`config.mk`:
```
export PLATFORM = sky130hd
export DESIGN_NAME = hazard_stall_ctrl
export DESIGN_NICKNAME = d
export VERILOG_FILES = /design/src/rtl/hazard_stall_ctrl.sv
export SDC_FILE = /design/constraint.sdc
export NUM_CORES = 1
export LEC_CHECK = 0
export BUFFER_PORTS_ARGS = -buffer_cell sky130_fd_sc_hd__buf_2
export CORE_ASPECT_RATIO = 1.75
export CORE_MARGIN = 3
export CORE_UTILIZATION = 40
export DETAILED_ROUTE_END_ITERATION = 10
export SLEW_MARGIN = 20
export SYNTH_ARGS = -nofsm -noshare
export SYNTH_HDL_FRONTEND = slang
export SYNTH_SLANG_ARGS = --single-unit
```
`constraint.sdc`:
```
create_clock -name clk -period 6.2 [get_ports clk]
set_clock_uncertainty 0.15 [all_clocks]
set_input_delay 1.24 -clock clk [delete_from_list [all_inputs] [get_ports clk]]
set_output_delay 1.24 -clock clk [all_outputs]
set_load 0.005 [all_outputs]
```
`src/rtl/hazard_stall_ctrl.sv`:
```
// Stall/bubble control for the IF/ID and ID/EX pipeline registers.
// Tracks EX/MEM producers (dest, Tnew) and the mult/div busy counter.
//
// Ports:
//   clk, reset            rising-edge clock, synchronous active-high reset
//   ID_rs_i, ID_rt_i      source registers of the instruction in ID
//   ID_TuseRs_i/Rt_i      cycles until each source is consumed (3 = unused)
//   ID_RegAddr_i          destination of the ID instruction (0 = none)
//   ID_Tnew_i             cycles after EX entry until result is forwardable
//   ID_MDStart_i          ID instruction starts a mult/div
//   ID_MDIsDiv_i          start is a div (else mult)
//   ID_MDUse_i            ID instruction touches HI/LO
//   PC_en_o, IFtoID_en_o  freeze PC and IF/ID while stalled
//   IDtoEX_clr_o          load a bubble into ID/EX while stalled
//   Stall_o               stall indicator
//   MD_busy_o             mult/div unit busy
module hazard_stall_ctrl #(
    parameter int MULT_CYC = 5,
    parameter int DIV_CYC  = 10,
    parameter int CNT_W    = 4
) (
    input  logic       clk,
    input  logic       reset,
    input  logic [4:0] ID_rs_i,
    input  logic [4:0] ID_rt_i,
    input  logic [1:0] ID_TuseRs_i,
    input  logic [1:0] ID_TuseRt_i,
    input  logic [4:0] ID_RegAddr_i,
    input  logic [1:0] ID_Tnew_i,
    input  logic       ID_MDStart_i,
    input  logic       ID_MDIsDiv_i,
    input  logic       ID_MDUse_i,
    output logic       PC_en_o,
    output logic       IFtoID_en_o,
    output logic       IDtoEX_clr_o,
    output logic       Stall_o,
    output logic       MD_busy_o
);

    logic [4:0]       ex_addr;
    logic [1:0]       ex_tnew;
    logic [4:0]       mem_addr;
    logic [1:0]       mem_tnew;
    logic [CNT_W-1:0] md_cnt;

    logic hz_rs;
    logic hz_rt;
    logic hz_md;

    // A source stalls when a producer still needs more cycles than the
    // consumer can wait; $0 never carries a dependency.
    always_comb begin
        hz_rs = (ID_rs_i != 5'd0) &&
                ((ID_rs_i == ex_addr  && ID_TuseRs_i < ex_tnew) ||
                 (ID_rs_i == mem_addr && ID_TuseRs_i < mem_tnew));
        hz_rt = (ID_rt_i != 5'd0) &&
                ((ID_rt_i == ex_addr  && ID_TuseRt_i < ex_tnew) ||
                 (ID_rt_i == mem_addr && ID_TuseRt_i < mem_tnew));
        hz_md = ID_MDUse_i & MD_busy_o;
    end

    assign MD_busy_o    = (md_cnt != '0);
    assign Stall_o      = hz_rs | hz_rt | hz_md;
    assign PC_en_o      = ~Stall_o;
    assign IFtoID_en_o  = ~Stall_o;
    assign IDtoEX_clr_o = Stall_o;

    // Shadow of the EX/MEM producers; a stall sends a bubble into EX.
    always_ff @(posedge clk) begin
        if (reset) begin
            ex_addr  <= 5'd0;
            ex_tnew  <= 2'd0;
            mem_addr <= 5'd0;
            mem_tnew <= 2'd0;
        end else begin
            mem_addr <= ex_addr;
            mem_tnew <= (ex_tnew == 2'd0) ? 2'd0 : ex_tnew - 2'd1;
            if (Stall_o) begin
                ex_addr <= 5'd0;
                ex_tnew <= 2'd0;
            end else begin
                ex_addr <= ID_RegAddr_i;
                ex_tnew <= ID_Tnew_i;
            end
        end
    end

    // A start only loads the counter on the cycle it actually issues.
    always_ff @(posedge clk) begin
        if (reset) begin
            md_cnt <= '0;
        end else if (ID_MDStart_i && !Stall_o) begin
            md_cnt <= ID_MDIsDiv_i ? CNT_W'(DIV_CYC) : CNT_W'(MULT_CYC);
        end else if (md_cnt != '0) begin
            md_cnt <= md_cnt - 1'b1;
        end
    end

endmodule

```
# Word-level counts from Yosys, hierarchy flattened
# Index checks and enable logic that the tools add are counted.
# W data, S select, Z words.
[word_totals] out_inout_bits=5 latchBits=0 input_bits=26 reg_bits=18 mem_bits_rw=0 romBits=0 mem_count=0
[classes] multipliers=0 div_mod_pow=0 n_bitwise=4 eq_ne=4 mux=3 n_lt_le_gt_ge=4 addsub=2 n_reduce_logical=17 n_shift=0
[op_table] cell="$eq A5 B5 Y1" n=4
[op_table] cell="$mux W4" n=3
[op_table] cell="$reduce_bool A5 Y1" n=2
[op_table] cell="$lt A2 B2 Y1" n=4
[op_table] cell="$logic_and A1 B1 Y1" n=7
[op_table] cell="$reduce_bool A4 Y1" n=1
[op_table] cell="$reduce_or A2 Y1" n=2
[op_table] cell="$sub A4 B1 Y4 const B" n=1
[op_table] cell="$logic_not A2 Y1" n=1
[op_table] cell="$logic_or A1 B1 Y1" n=2
[op_table] cell="$or A1 B1 Y1" n=2
[op_table] cell="$reduce_bool A2 Y1" n=1
[op_table] cell="$sub A2 B1 Y2 const B" n=1
[op_table] cell="$and A1 B1 Y1" n=1
[op_table] cell="$logic_not A1 Y1" n=1
[op_table] cell="$not A1 Y1" n=1

# Longest topological paths before layout
[logic_depth] depth_word=9 ltp_mapped=9 mapped_depth_nobuf=8

# Worst setup path after synthesis
# No wires, ideal clock.
[synth_path] kind="in2out" startpoint="in ID_TuseRs_i[1]" endpoint="out PC_en_o" path_slack_ns=2.170 path_stages=7 arrival_time_ns=2.640 t_required_ns=4.810 path_cell_list="ha_1 > a2111oi_4 > nand4_2 > a21oi_4 > nor2_1 > and2_1 > buf_4"
[synth_between] elab_chain_len=7
[synth_rtl] item="start, declared" line_no="26" rtl="input logic [1:0] ID_TuseRs_i,"
[synth_rtl] item="$lt A2 B2 Y1, on equally long branches" line_no="54, 55"
[synth_rtl] item="$logic_and A1 B1 Y1, on equally long branches" line_no="54, 55"
[synth_rtl] item="$logic_or A1 B1 Y1 (*)" line_no="54" rtl="((ID_rs_i == ex_addr && ID_TuseRs_i < ex_tnew) ||"
[synth_rtl] item="$logic_and A1 B1 Y1 (*)" line_no="53" rtl="hz_rs = (ID_rs_i != 5'd0) &&"
[synth_rtl] item="$or A1 B1 Y1 (*) (2 in a row)" line_no="63" rtl="assign Stall_o = hz_rs | hz_rt | hz_md;"
[synth_rtl] item="$not A1 Y1 (*)"
[synth_rtl] item="end, declared" line_no="33" rtl="output logic PC_en_o,"
# Every way passes the cells marked *; elsewhere a longest branch is shown, timed or not.

# Worst setup path in the final report
[layout_path] startpoint="in ID_TuseRt_i[1]" endpoint="out IFtoID_en_o"
[layout_between] elab_chain_len=7
[layout_rtl] item="start, declared" line_no="27" rtl="input logic [1:0] ID_TuseRt_i,"
[layout_rtl] item="$lt A2 B2 Y1, on equally long branches" line_no="57, 58"
[layout_rtl] item="$logic_and A1 B1 Y1, on equally long branches" line_no="57, 58"
[layout_rtl] item="$logic_or A1 B1 Y1 (*)" line_no="57" rtl="((ID_rt_i == ex_addr && ID_TuseRt_i < ex_tnew) ||"
[layout_rtl] item="$logic_and A1 B1 Y1 (*)" line_no="56" rtl="hz_rt = (ID_rt_i != 5'd0) &&"
[layout_rtl] item="$or A1 B1 Y1 (*) (2 in a row)" line_no="63"
[layout_rtl] item="$not A1 Y1 (*)" line_no="65" rtl="assign IFtoID_en_o = ~Stall_o;"
[layout_rtl] item="end, declared" line_no="34" rtl="output logic IFtoID_en_o,"
# Marked as above.

==> metrics.txt <==
# resized after CTS=0; synth warn=0; initial drt markers=8; drt pass-1 iters=4; share of the synthesized area in the top cell type=0.325; Crit. End Element=output port; Syn Inst Count=113; Worst Hold Launch=ex_tnew[0]$_SDFF_PP0_; Die ar.=0.00346 sq mm; Setup Fix Bufs, Post-CTS=0; Diodes inserted=0; global route overflow=0; vias in the first global route=910; Cell Rows=24; cts bufs inserted=3; Register Area=360 sq um; Overall Global Routing Usage=0.152; # fillers=248; CTS Sinks=18; hold path endpoint=mem_tnew[0]$_SDFF_PP0_; Yosys top cell by area=dfxtp_1; post-route cell area=0.00131 sq mm; Die Wd=45.8 microns; Hold WC Path Type=reg -> reg; Area Overhead vs Synth=18.2%; largest net degree at the start of global routing=15; cts hold-fix bufs=0; root buf cell=clkbuf_8; CTS tree=yes; #FFs+latches synth=18; min Tclk post-route=4.34 ns; Final Util=0.513; via/cell ratio=5.17; Reg clk slew, reported paths=0.06 ns; crit path DAT=2.95 ns; actual slew at the worst max-slew pin=0.457 ns; syn nets=146; Fmax achieved=231 MHz; Multi-input gate area=698 sq um; CP delay by family, top=simple AND/OR/NAND/NOR gates; run status=completed; leading post-synthesis cells by cell area=dfxtp_1, xnor2_1, ha_1, xor2_1, and2_1; Reg2Reg Setup Slack=3.96 ns; critical path's largest stage delay=0.41 ns; Leak=0.558 nW; WHS Path Cells=1; first-pass GRT wire length=3770 microns; final worst path period share=0.699; number of library cell types mapped by synthesis=30; Placer Congestion=0.848; Die H=75.6 microns; CP max-delay cell=nor4_1; Slew Limit Fails=0; FF-to-FF End=md_cnt[2]$_SDFFE_PP0P_; CP bufs+invs=2; critical path class=in -> out; via count=868; RR Startpoint=mem_tnew[1]$_SDFF_PP0_; Post-DP Area=0.00127 sq mm; Avg Cell Area, Syn=9.80 sq um; H-Tree Depth=1; final wirelength=2420 microns; worst hold margin=0.301 ns; DP Wirelength=2140 microns; CP Data Required Time=4.81 ns; Ports=31; Residual DRC=0; Worst Reg-to-Reg Cells=7; VDD IR max=0.215 mV; clock buffer depth=2; Startpoint Class=primary input; RSZ-0062 raised after global routing=false; # setup viols final=0; post-synthesis cell area=0.00111 sq mm; Core Region=0.00255 sq mm; clock latency on the worst-skew pair=0.24 ns; sequential-to-total area share from yosys stat=0.325; peak fanout along the critical path=4; total of max-cap violations=0; Antenna Violating Nets Remaining=0; wire length per cell=14.4 microns; CP dominant cell by count=buf_2; initial core utilization=0.434; Cell Chain, Critical Path=buf_2, ha_1, nor4_1, nand4_1, a21oi_2, nor2_1, and2_1, buf_2; Final Hold Viols=0; pwr dens=328 mW/mm^2; nets=177; Max-slew headroom=0.695; layout cells sized above 1=0.310; initial antenna violation count=0; setup TNS=0 ns; # port buffers=30
## cell usage in the layout, fill, tap and decap left out, types with 4 or more instances in the layout
cell,Yosys,layout
buf_2,0,30
dfxtp_1,18,18
xnor2_1,12,12
xor2_1,10,10
and2_1,9,9
ha_1,7,7
inv_1,6,6
nor2_1,6,6
nor2b_1,5,5
nor3_1,4,4
## metrics by stage
step	instances	power, W	worst slack (ns)
floorplan	113	0.000307	2.17
global placement	165	0.000349	1.92
detailed placement	165	0.000356	1.83
CTS	168	0.000436	1.83
global route	168	0.000465	1.75
finish	168	0.000430	1.86
## layer usage
| layer | wire [microns] | up-vias | global-route usage |
|---|---|---|---|
| li1 | - | 439 | - |
| met1 | 804 | 411 | 0.140 |
| met2 | 1490 | 16 | 0.305 |
| met3 | 103 | 2 | 0.0260 |
| met4 | 20 | 0 | 0.0633 |
| met5 | 0 | - | 0 |
## cell families (layout without fill, tap and decap cells)
| family | after synthesis | in the layout | synth area share |
|---|---|---|---|
| AO/OA/AOI/OAI | 11 | 11 | 0.118 |
| AND/OR/NAND/NOR | 42 | 42 | 0.240 |
| buffers and inverters | 11 | 40 | 0.0441 |
| XOR/XNOR | 22 | 22 | 0.174 |
| flip-flops | 18 | 18 | 0.325 |
| adder cells (fa/ha/maj) | 7 | 7 | 0.0791 |
| multiplexers | 2 | 2 | 0.0203 |
## how the worst max path moves through the flow
stage / startpoint / endpoint / slack (ns) / cells past startpoint
after global placement: ID_TuseRt_i[1] / PC_en_o / 1.92 / 8
after floorplan: ID_TuseRs_i[1] / PC_en_o / 2.17 / 7
after CTS: ID_TuseRt_i[1] / IFtoID_en_o / 1.83 / 8
after detailed placement: ID_TuseRt_i[1] / IFtoID_en_o / 1.83 / 8
final: ID_TuseRt_i[1] / IFtoID_en_o / 1.86 / 8
after global routing: ID_TuseRt_i[1] / PC_en_o / 1.75 / 8
## where the power goes
part / leakage (nW) / switching (W) / internal (W)
combinational: 0.388 / 0.000102 / 0.0000915
clock: 0.0216 / 0.0000345 / 0.0000430
sequential: 0.148 / 0.0000183 / 0.000140
total: 0.558 / 0.000155 / 0.000275
## flip-flops by register name, indices dropped and copies added, names as in the netlist
| signal | flops |
|---|---|
| ex_tnew | 2 |
| md_cnt | 4 |
| mem_addr | 5 |
| ex_addr | 5 |
| mem_tnew | 2 |
## area by class of cell
type | instances | share of cell area
Multi-Input combinational cell | 84 | 0.533
Inverter | 7 | 0.0201
Sequential cell | 18 | 0.275
Clock buffer | 3 | 0.0315
Tap cell | 26 | 0.0249
Timing Repair Buffer | 30 | 0.115
## synthesized netlist by cell type (all sizes together)
cell / n
nand4: 4
xnor2: 12
ha: 7
nor3: 5
or4: 3
a2111oi: 3
mux2: 2
nor2b: 5
nand2b: 3
buf: 2
a21oi: 4
nand2: 3
or3: 1
nor2: 7
inv: 7
clkbuf: 2
dfxtp: 18
nor4: 2
and2: 9
o21ai: 2
xor2: 10
o31ai: 2
(Power assumes the default switching activity.)
